[src/rtl/multicycle_ctrl.sv]
// Multicycle FETCH/DECODE/EXEC/MEM/WB sequencer for the RV32I core; owns the memory handshake.
// Optional retired-instruction counter (o_instret) when MC_INSTRET_EN is defined.
module multicycle_ctrl #(
  parameter int unsigned WAIT_MAX = 15  // 1..255
) (
  input  logic       clk,
  input  logic       i_rst,
  input  logic [6:0] i_opcode,
  input  logic       i_mem_ready,
  input  logic       i_br_taken,
  output logic       o_ir_we,
  output logic       o_pc_we,
  output logic [1:0] o_pc_sel,
  output logic       o_mem_req,
  output logic       o_mem_we,
  output logic       o_mem_addr_sel,
  output logic       o_rf_we,
  output logic [1:0] o_wb_sel,
  output logic       o_alu_a_sel,
  output logic       o_alu_b_sel,
  output logic [1:0] o_alu_op,
  output logic [2:0] o_imm_sel,
  output logic       o_trap,
  output logic [1:0] o_trap_cause,
  output logic [2:0] o_state
`ifdef MC_INSTRET_EN
  ,
  output logic [31:0] o_instret
`endif
);

  typedef enum logic [2:0] {
    S_IDLE = 3'd0, S_FETCH = 3'd1, S_DECODE = 3'd2, S_EXEC = 3'd3,
    S_MEM = 3'd4, S_WB = 3'd5, S_TRAP = 3'd6
  } state_t;

  typedef enum logic [3:0] {
    C_R, C_IALU, C_LOAD, C_STORE, C_BR, C_JAL, C_JALR, C_LUI, C_AUIPC, C_ILL
  } cls_t;

  localparam logic [7:0] WAIT_LAST = 8'(WAIT_MAX - 1);

  state_t     state_q, state_d;
  cls_t       cls;
  logic [7:0] wait_q;
  logic       trap_q;
  logic [1:0] cause_q, cause_d;
  logic       mem_phase, timeout;

  logic       a_sel, b_sel;
  logic [1:0] alu_op, wb_sel, jmp_sel;
  logic [2:0] imm_sel;

  always_comb begin
    case (i_opcode)
      7'b0110011: cls = C_R;
      7'b0010011: cls = C_IALU;
      7'b0000011: cls = C_LOAD;
      7'b0100011: cls = C_STORE;
      7'b1100011: cls = C_BR;
      7'b1101111: cls = C_JAL;
      7'b1100111: cls = C_JALR;
      7'b0110111: cls = C_LUI;
      7'b0010111: cls = C_AUIPC;
      default:    cls = C_ILL;
    endcase
  end

  // Datapath setup per class; held through MEM/WB so address, jump target and imm stay valid.
  always_comb begin
    a_sel = 1'b0; b_sel = 1'b0; alu_op = 2'd0; imm_sel = 3'd0;
    wb_sel = 2'd0; jmp_sel = 2'd0;
    case (cls)
      C_R:     alu_op = 2'd2;
      C_IALU:  begin b_sel = 1'b1; alu_op = 2'd2; end
      C_LOAD:  begin b_sel = 1'b1; wb_sel = 2'd1; end
      C_STORE: begin b_sel = 1'b1; imm_sel = 3'd1; end
      C_BR:    begin alu_op = 2'd1; imm_sel = 3'd2; end
      C_AUIPC: begin a_sel = 1'b1; b_sel = 1'b1; imm_sel = 3'd3; end
      C_LUI:   begin imm_sel = 3'd3; wb_sel = 2'd3; end
      C_JAL:   begin imm_sel = 3'd4; wb_sel = 2'd2; jmp_sel = 2'd1; end
      C_JALR:  begin b_sel = 1'b1; wb_sel = 2'd2; jmp_sel = 2'd2; end
      default: ;
    endcase
  end

  assign mem_phase = (state_q == S_FETCH) || (state_q == S_MEM);
  // Ready in the last tolerated cycle still completes the request.
  assign timeout   = mem_phase && !i_mem_ready && (wait_q == WAIT_LAST);

  always_comb begin
    state_d        = state_q;
    cause_d        = 2'd0;
    o_ir_we        = 1'b0;
    o_pc_we        = 1'b0;
    o_pc_sel       = 2'd0;
    o_mem_req      = 1'b0;
    o_mem_we       = 1'b0;
    o_mem_addr_sel = 1'b0;
    o_rf_we        = 1'b0;
    o_wb_sel       = 2'd0;
    o_alu_a_sel    = 1'b0;
    o_alu_b_sel    = 1'b0;
    o_alu_op       = 2'd0;
    o_imm_sel      = 3'd0;
    if (state_q == S_EXEC || state_q == S_MEM || state_q == S_WB) begin
      o_alu_a_sel = a_sel;
      o_alu_b_sel = b_sel;
      o_alu_op    = alu_op;
      o_imm_sel   = imm_sel;
    end
    case (state_q)
      S_IDLE: state_d = S_FETCH;
      S_FETCH: begin
        if (timeout) begin
          state_d = S_TRAP;
          cause_d = 2'd2;
        end else begin
          o_mem_req = 1'b1;
          if (i_mem_ready) begin
            o_ir_we = 1'b1;
            state_d = S_DECODE;
          end
        end
      end
      S_DECODE: begin
        if (cls == C_ILL) begin
          state_d = S_TRAP;
          cause_d = 2'd1;
        end else begin
          state_d = S_EXEC;
        end
      end
      S_EXEC: begin
        if (cls == C_BR) begin
          o_pc_we  = 1'b1;
          o_pc_sel = {1'b0, i_br_taken};
          state_d  = S_FETCH;
        end else if (cls == C_LOAD || cls == C_STORE) begin
          state_d = S_MEM;
        end else begin
          state_d = S_WB;
        end
      end
      S_MEM: begin
        if (timeout) begin
          // Side effects (selects included) dropped in the timeout cycle.
          state_d     = S_TRAP;
          cause_d     = 2'd2;
          o_alu_a_sel = 1'b0;
          o_alu_b_sel = 1'b0;
          o_alu_op    = 2'd0;
          o_imm_sel   = 3'd0;
        end else begin
          o_mem_req      = 1'b1;
          o_mem_addr_sel = 1'b1;
          o_mem_we       = (cls == C_STORE);
          if (i_mem_ready) begin
            if (cls == C_STORE) begin
              o_pc_we = 1'b1;
              state_d = S_FETCH;
            end else begin
              state_d = S_WB;
            end
          end
        end
      end
      S_WB: begin
        o_rf_we  = 1'b1;
        o_pc_we  = 1'b1;
        o_wb_sel = wb_sel;
        o_pc_sel = jmp_sel;
        state_d  = S_FETCH;
      end
      default: state_d = S_TRAP;
    endcase
  end

  always_ff @(posedge clk or negedge i_rst) begin
    if (!i_rst) begin
      state_q <= S_IDLE;
      wait_q  <= 8'd0;
      trap_q  <= 1'b0;
      cause_q <= 2'd0;
    end else begin
      state_q <= state_d;
      if (state_d != state_q)            wait_q <= 8'd0;
      else if (mem_phase && !i_mem_ready) wait_q <= wait_q + 8'd1;
      if (state_d == S_TRAP && state_q != S_TRAP) begin
        trap_q  <= 1'b1;
        cause_q <= cause_d;
      end
    end
  end

  assign o_trap       = trap_q;
  assign o_trap_cause = cause_q;
  assign o_state      = state_q;

`ifdef MC_INSTRET_EN
  logic [31:0] instret_q;
  always_ff @(posedge clk or negedge i_rst) begin
    if (!i_rst)       instret_q <= 32'd0;
    else if (o_pc_we) instret_q <= instret_q + 32'd1;
  end
  assign o_instret = instret_q;
`endif

endmodule

[config.mk]
export PLATFORM = sky130hd
export DESIGN_NAME = multicycle_ctrl
export DESIGN_NICKNAME = d
export VERILOG_FILES = /design/src/rtl/multicycle_ctrl.sv
export SDC_FILE = /design/constraint.sdc
export NUM_CORES = 1
export LEC_CHECK = 0
export CAP_MARGIN = 20
export CORE_ASPECT_RATIO = 0.6
export CORE_UTILIZATION = 35
export DETAILED_ROUTE_END_ITERATION = 10
export PLACE_DENSITY = 0.66
export SLEW_MARGIN = 15
export SYNTH_ARGS = -nofsm -noshare
export SYNTH_HDL_FRONTEND = slang
export SYNTH_SLANG_ARGS = --single-unit
[constraint.sdc]
create_clock -name clk -period 2.9 [get_ports clk]
set_clock_uncertainty 0.05 [all_clocks]
set_input_delay 0.58 -clock clk [delete_from_list [all_inputs] [get_ports clk]]
set_output_delay 0.58 -clock clk [all_outputs]
set_load 0.02 [all_outputs]
==> flow_summary_export.csv <==
group,metric,value,unit
floorplan,die_h,50.09,um
floorplan,dieArea,4114,um2
timing,relSlewSlack,59.12,%
synthesis,ys_types,54,
floorplan,core,3680,um2
synthesis,yosys-top-cells-area,"dfrtp_1 (26%), nand2_1 (5.8%), nor3_1 (5.2%)",
setup_path,crit_path_end_kind,"output port",
synthesis,netlist.area_leader.share,25.97,%
drt,detailedRoute.firstIterationViolations,118,
grt,antenna_found_initial,0,
status,outcome,"complete, no violations",
drt,wl_per_cell,14.20,um
power_and_ir_drop,power_density,731.9,nW/um2
drt,drc_errors,0,
finish,final_core_util,59.44,%
cts,cts_root_buf,"clkbuf_8",
drt,vias,1610,
synthesis,yosys_warnings,0,
finish,final_nets,267,
grt,grt_pass1_wl,7.155,mm
placement,portBuffers,33,
flow_run,max-cap-violations,0,
synthesis,synthFlopType,"dfrtp_1",
synthesis,synth_area_leader_cell,"dfrtp_1",
cts,max-clock-path-buffers,2,
timing,finalSetupViolCount,0,
timing,layout_min_cycle_time,2.812,ns
grt,groute.usage.overall,22.71,%
setup_path,ff2ff_setup_slack,0.51,ns
placement,dpl.cell_count,293,
timing,worstMarginPinSlew,0.6113,ns
setup_path,rr_worst_depth,8,
setup_path,cp_max_fo,5,
setup_path,rr_endpoint,"wait_q[6]",
cts,cts.clk_slew.worst_paths,0.06,ns
finish,final-instance-count-excl-fill,300,
setup_path,crit_type,"input port to output port",
setup_path,r2r-start,"wait_q[0]",
timing,drv_slew,0,
finish,final_common_cell,"buf_4",
floorplan,initial_utilization,36.65,%
power_and_ir_drop,power_leakage,0.9823,nW
setup_path,worstPathRequired,2.27,ns
drt,via_per_inst,5.367,
min_path,min_path_cells,1,
setup_path,arrival,2.18,ns
finish,nFillCells,333,
cts,cts_buffers,3,
synthesis,syn_nets,187,
synthesis,ys_ff_latch,14,
timing,setup_tns,0,ns
timing,timing.hold.ws,0.4128,ns
power_and_ir_drop,peakVddDrop,588.4,uV
floorplan,rows,17,
finish,final_cell_mix,"buf_4 (53), nand2_1 (21), nor2_1 (17)",
synthesis,synth_edf_count,0,
placement,finalWeightedCongestion,0.8589,
floorplan,ioPinCount,34,
synthesis,syn-cell-area,1349,um2
grt,grt_pass1_vias,1480,
min_path,holdCritStartpoint,"o_trap",
cts,clk_latency,0.25,ns
drt,firstDrtPassIters,4,
floorplan,die_w,82.14,um
cts,h-tree-depth,1,
setup_path,critPathLaunchType,"input port",
min_path,min_to,"o_trap",
cts,cts.sinks,14,
timing,timing.fmax,355.6,MHz
grt,grt_max_degree,15,
synthesis,syn_inst,174,
drt,detail-route-antenna-nets,0,
synthesis,synth-seq-area-share,25.97,%
timing,timing.final.crit_share,96.98,%
min_path,min_path_type,"flip-flop to flip-flop",
synthesis,async_flop_share,100.0,%
drt,wl,4.260,mm
synthesis,synth.avg_cell_area,7.752,um2
grt,grt-ovfl-total,0,
placement,hpwl,3.311,mm
timing,hold_viol_final,0,
cts,cts_tree,"yes",
finish,drive_gt1_share,29.64,%
finish,antenna_cells,0,
finish,syn2layout_area_growth,62.15,%
state kept, by name, summed over array words and instances, names as in the netlist:
| register | cells |
|---|---|
| o_state | 3 |
| o_trap | 1 |
| o_trap_cause | 2 |
| wait_q | 8 |
cell type report:
type / instances / area, um2 / share of cell area, %
Clock buffer: 4 / 55.05 / 2.517
Inverter: 7 / 26.28 / 1.201
Multi-Input combinational cell: 142 / 969.7 / 44.34
Sequential cell: 14 / 350.3 / 16.02
Tap cell: 47 / 58.81 / 2.689
Timing Repair Buffer: 86 / 726.9 / 33.24
logic make-up after synthesis:
| family | Yosys count | synth area share, % |
|---|---|---|
| flops | 14 | 25.97 |
| compound gates | 39 | 23.56 |
| fa+ha+maj | 2 | 1.855 |
| buf+inv | 18 | 5.288 |
| xor+xnor | 9 | 6.401 |
| simple gates | 92 | 36.92 |
stage by stage:
step	instance area, um2	power [W]	worst slack, ns
4_1_cts	2136	0.001562	0.02735
6_report	2187	0.001601	0.08751
3_5_place_dp	2068	0.001358	-0.4338
5_1_grt	2187	0.001719	-0.04419
2_1_floorplan	1349	0.0009048	0.1818
3_3_place_gp	2068	0.001361	-0.3694
report_power, final:
part	total, W	switching [W]	internal, W
Combinational	0.00112	0.000616	0.000500
Clock	0.000194	0.0000733	0.000120
Sequential	0.000291	0.0000527	0.000238
Total	0.00160	0.000742	0.000858
repair_timing:
item	CTS	global route
buffers inserted	0	3
pin swaps	0	4
setup endpoints to repair	15	10
gates resized for setup	39	8
hold buffers	0	0
synthesized netlist by cell type, types with 3 or more instances:
cell type  number
nand2_1        21
nor2_1         17
dfrtp_1        14
nor3_1         14
clkbuf_1        7
inv_1           7
xnor2_1         7
nand3_1         6
a21oi_1         5
nand4_1         5
nor2b_1         5
a211o_1         4
buf_2           3
nand4b_1        3
nor4_1          3
o211ai_1        3
o21a_1          3
per-layer routing:
layer	routed length, um	part of all wire (%)	GRT usage [%]
met1	2348	55	37.46
met4	27	0.63	2.924
met3	281	6.6	4.074
met5	0	0	0
met2	1602	38	30.03
worst max-delay path: stages:
cell and delay (ns):
clkdlybuf4s50_1 0.50, nor2_1 0.07, a21oi_2 0.23, a21oi_4 0.11
buf_4 0.16, nor3_1 0.18, clkdlybuf4s15_1 0.35
how the worst max path moves through the flow:
| stage | to | slack, ns | start | depth (start not counted) |
|---|---|---|---|---|
| after CTS | o_imm_sel[0] | 0.03 | i_mem_ready | 7 |
| final | o_imm_sel[0] | 0.09 | i_mem_ready | 7 |
| after floorplan | o_alu_op[1] | 0.18 | o_state[0] | 5 |
| after global placement | o_pc_we | -0.37 | i_opcode[0] | 5 |
| after detailed placement | o_alu_op[0] | -0.43 | i_opcode[4] | 7 |
| after global routing | o_mem_we | -0.04 | wait_q[0] | 10 |
No activity file was read; power rests on OpenSTA's default activity.
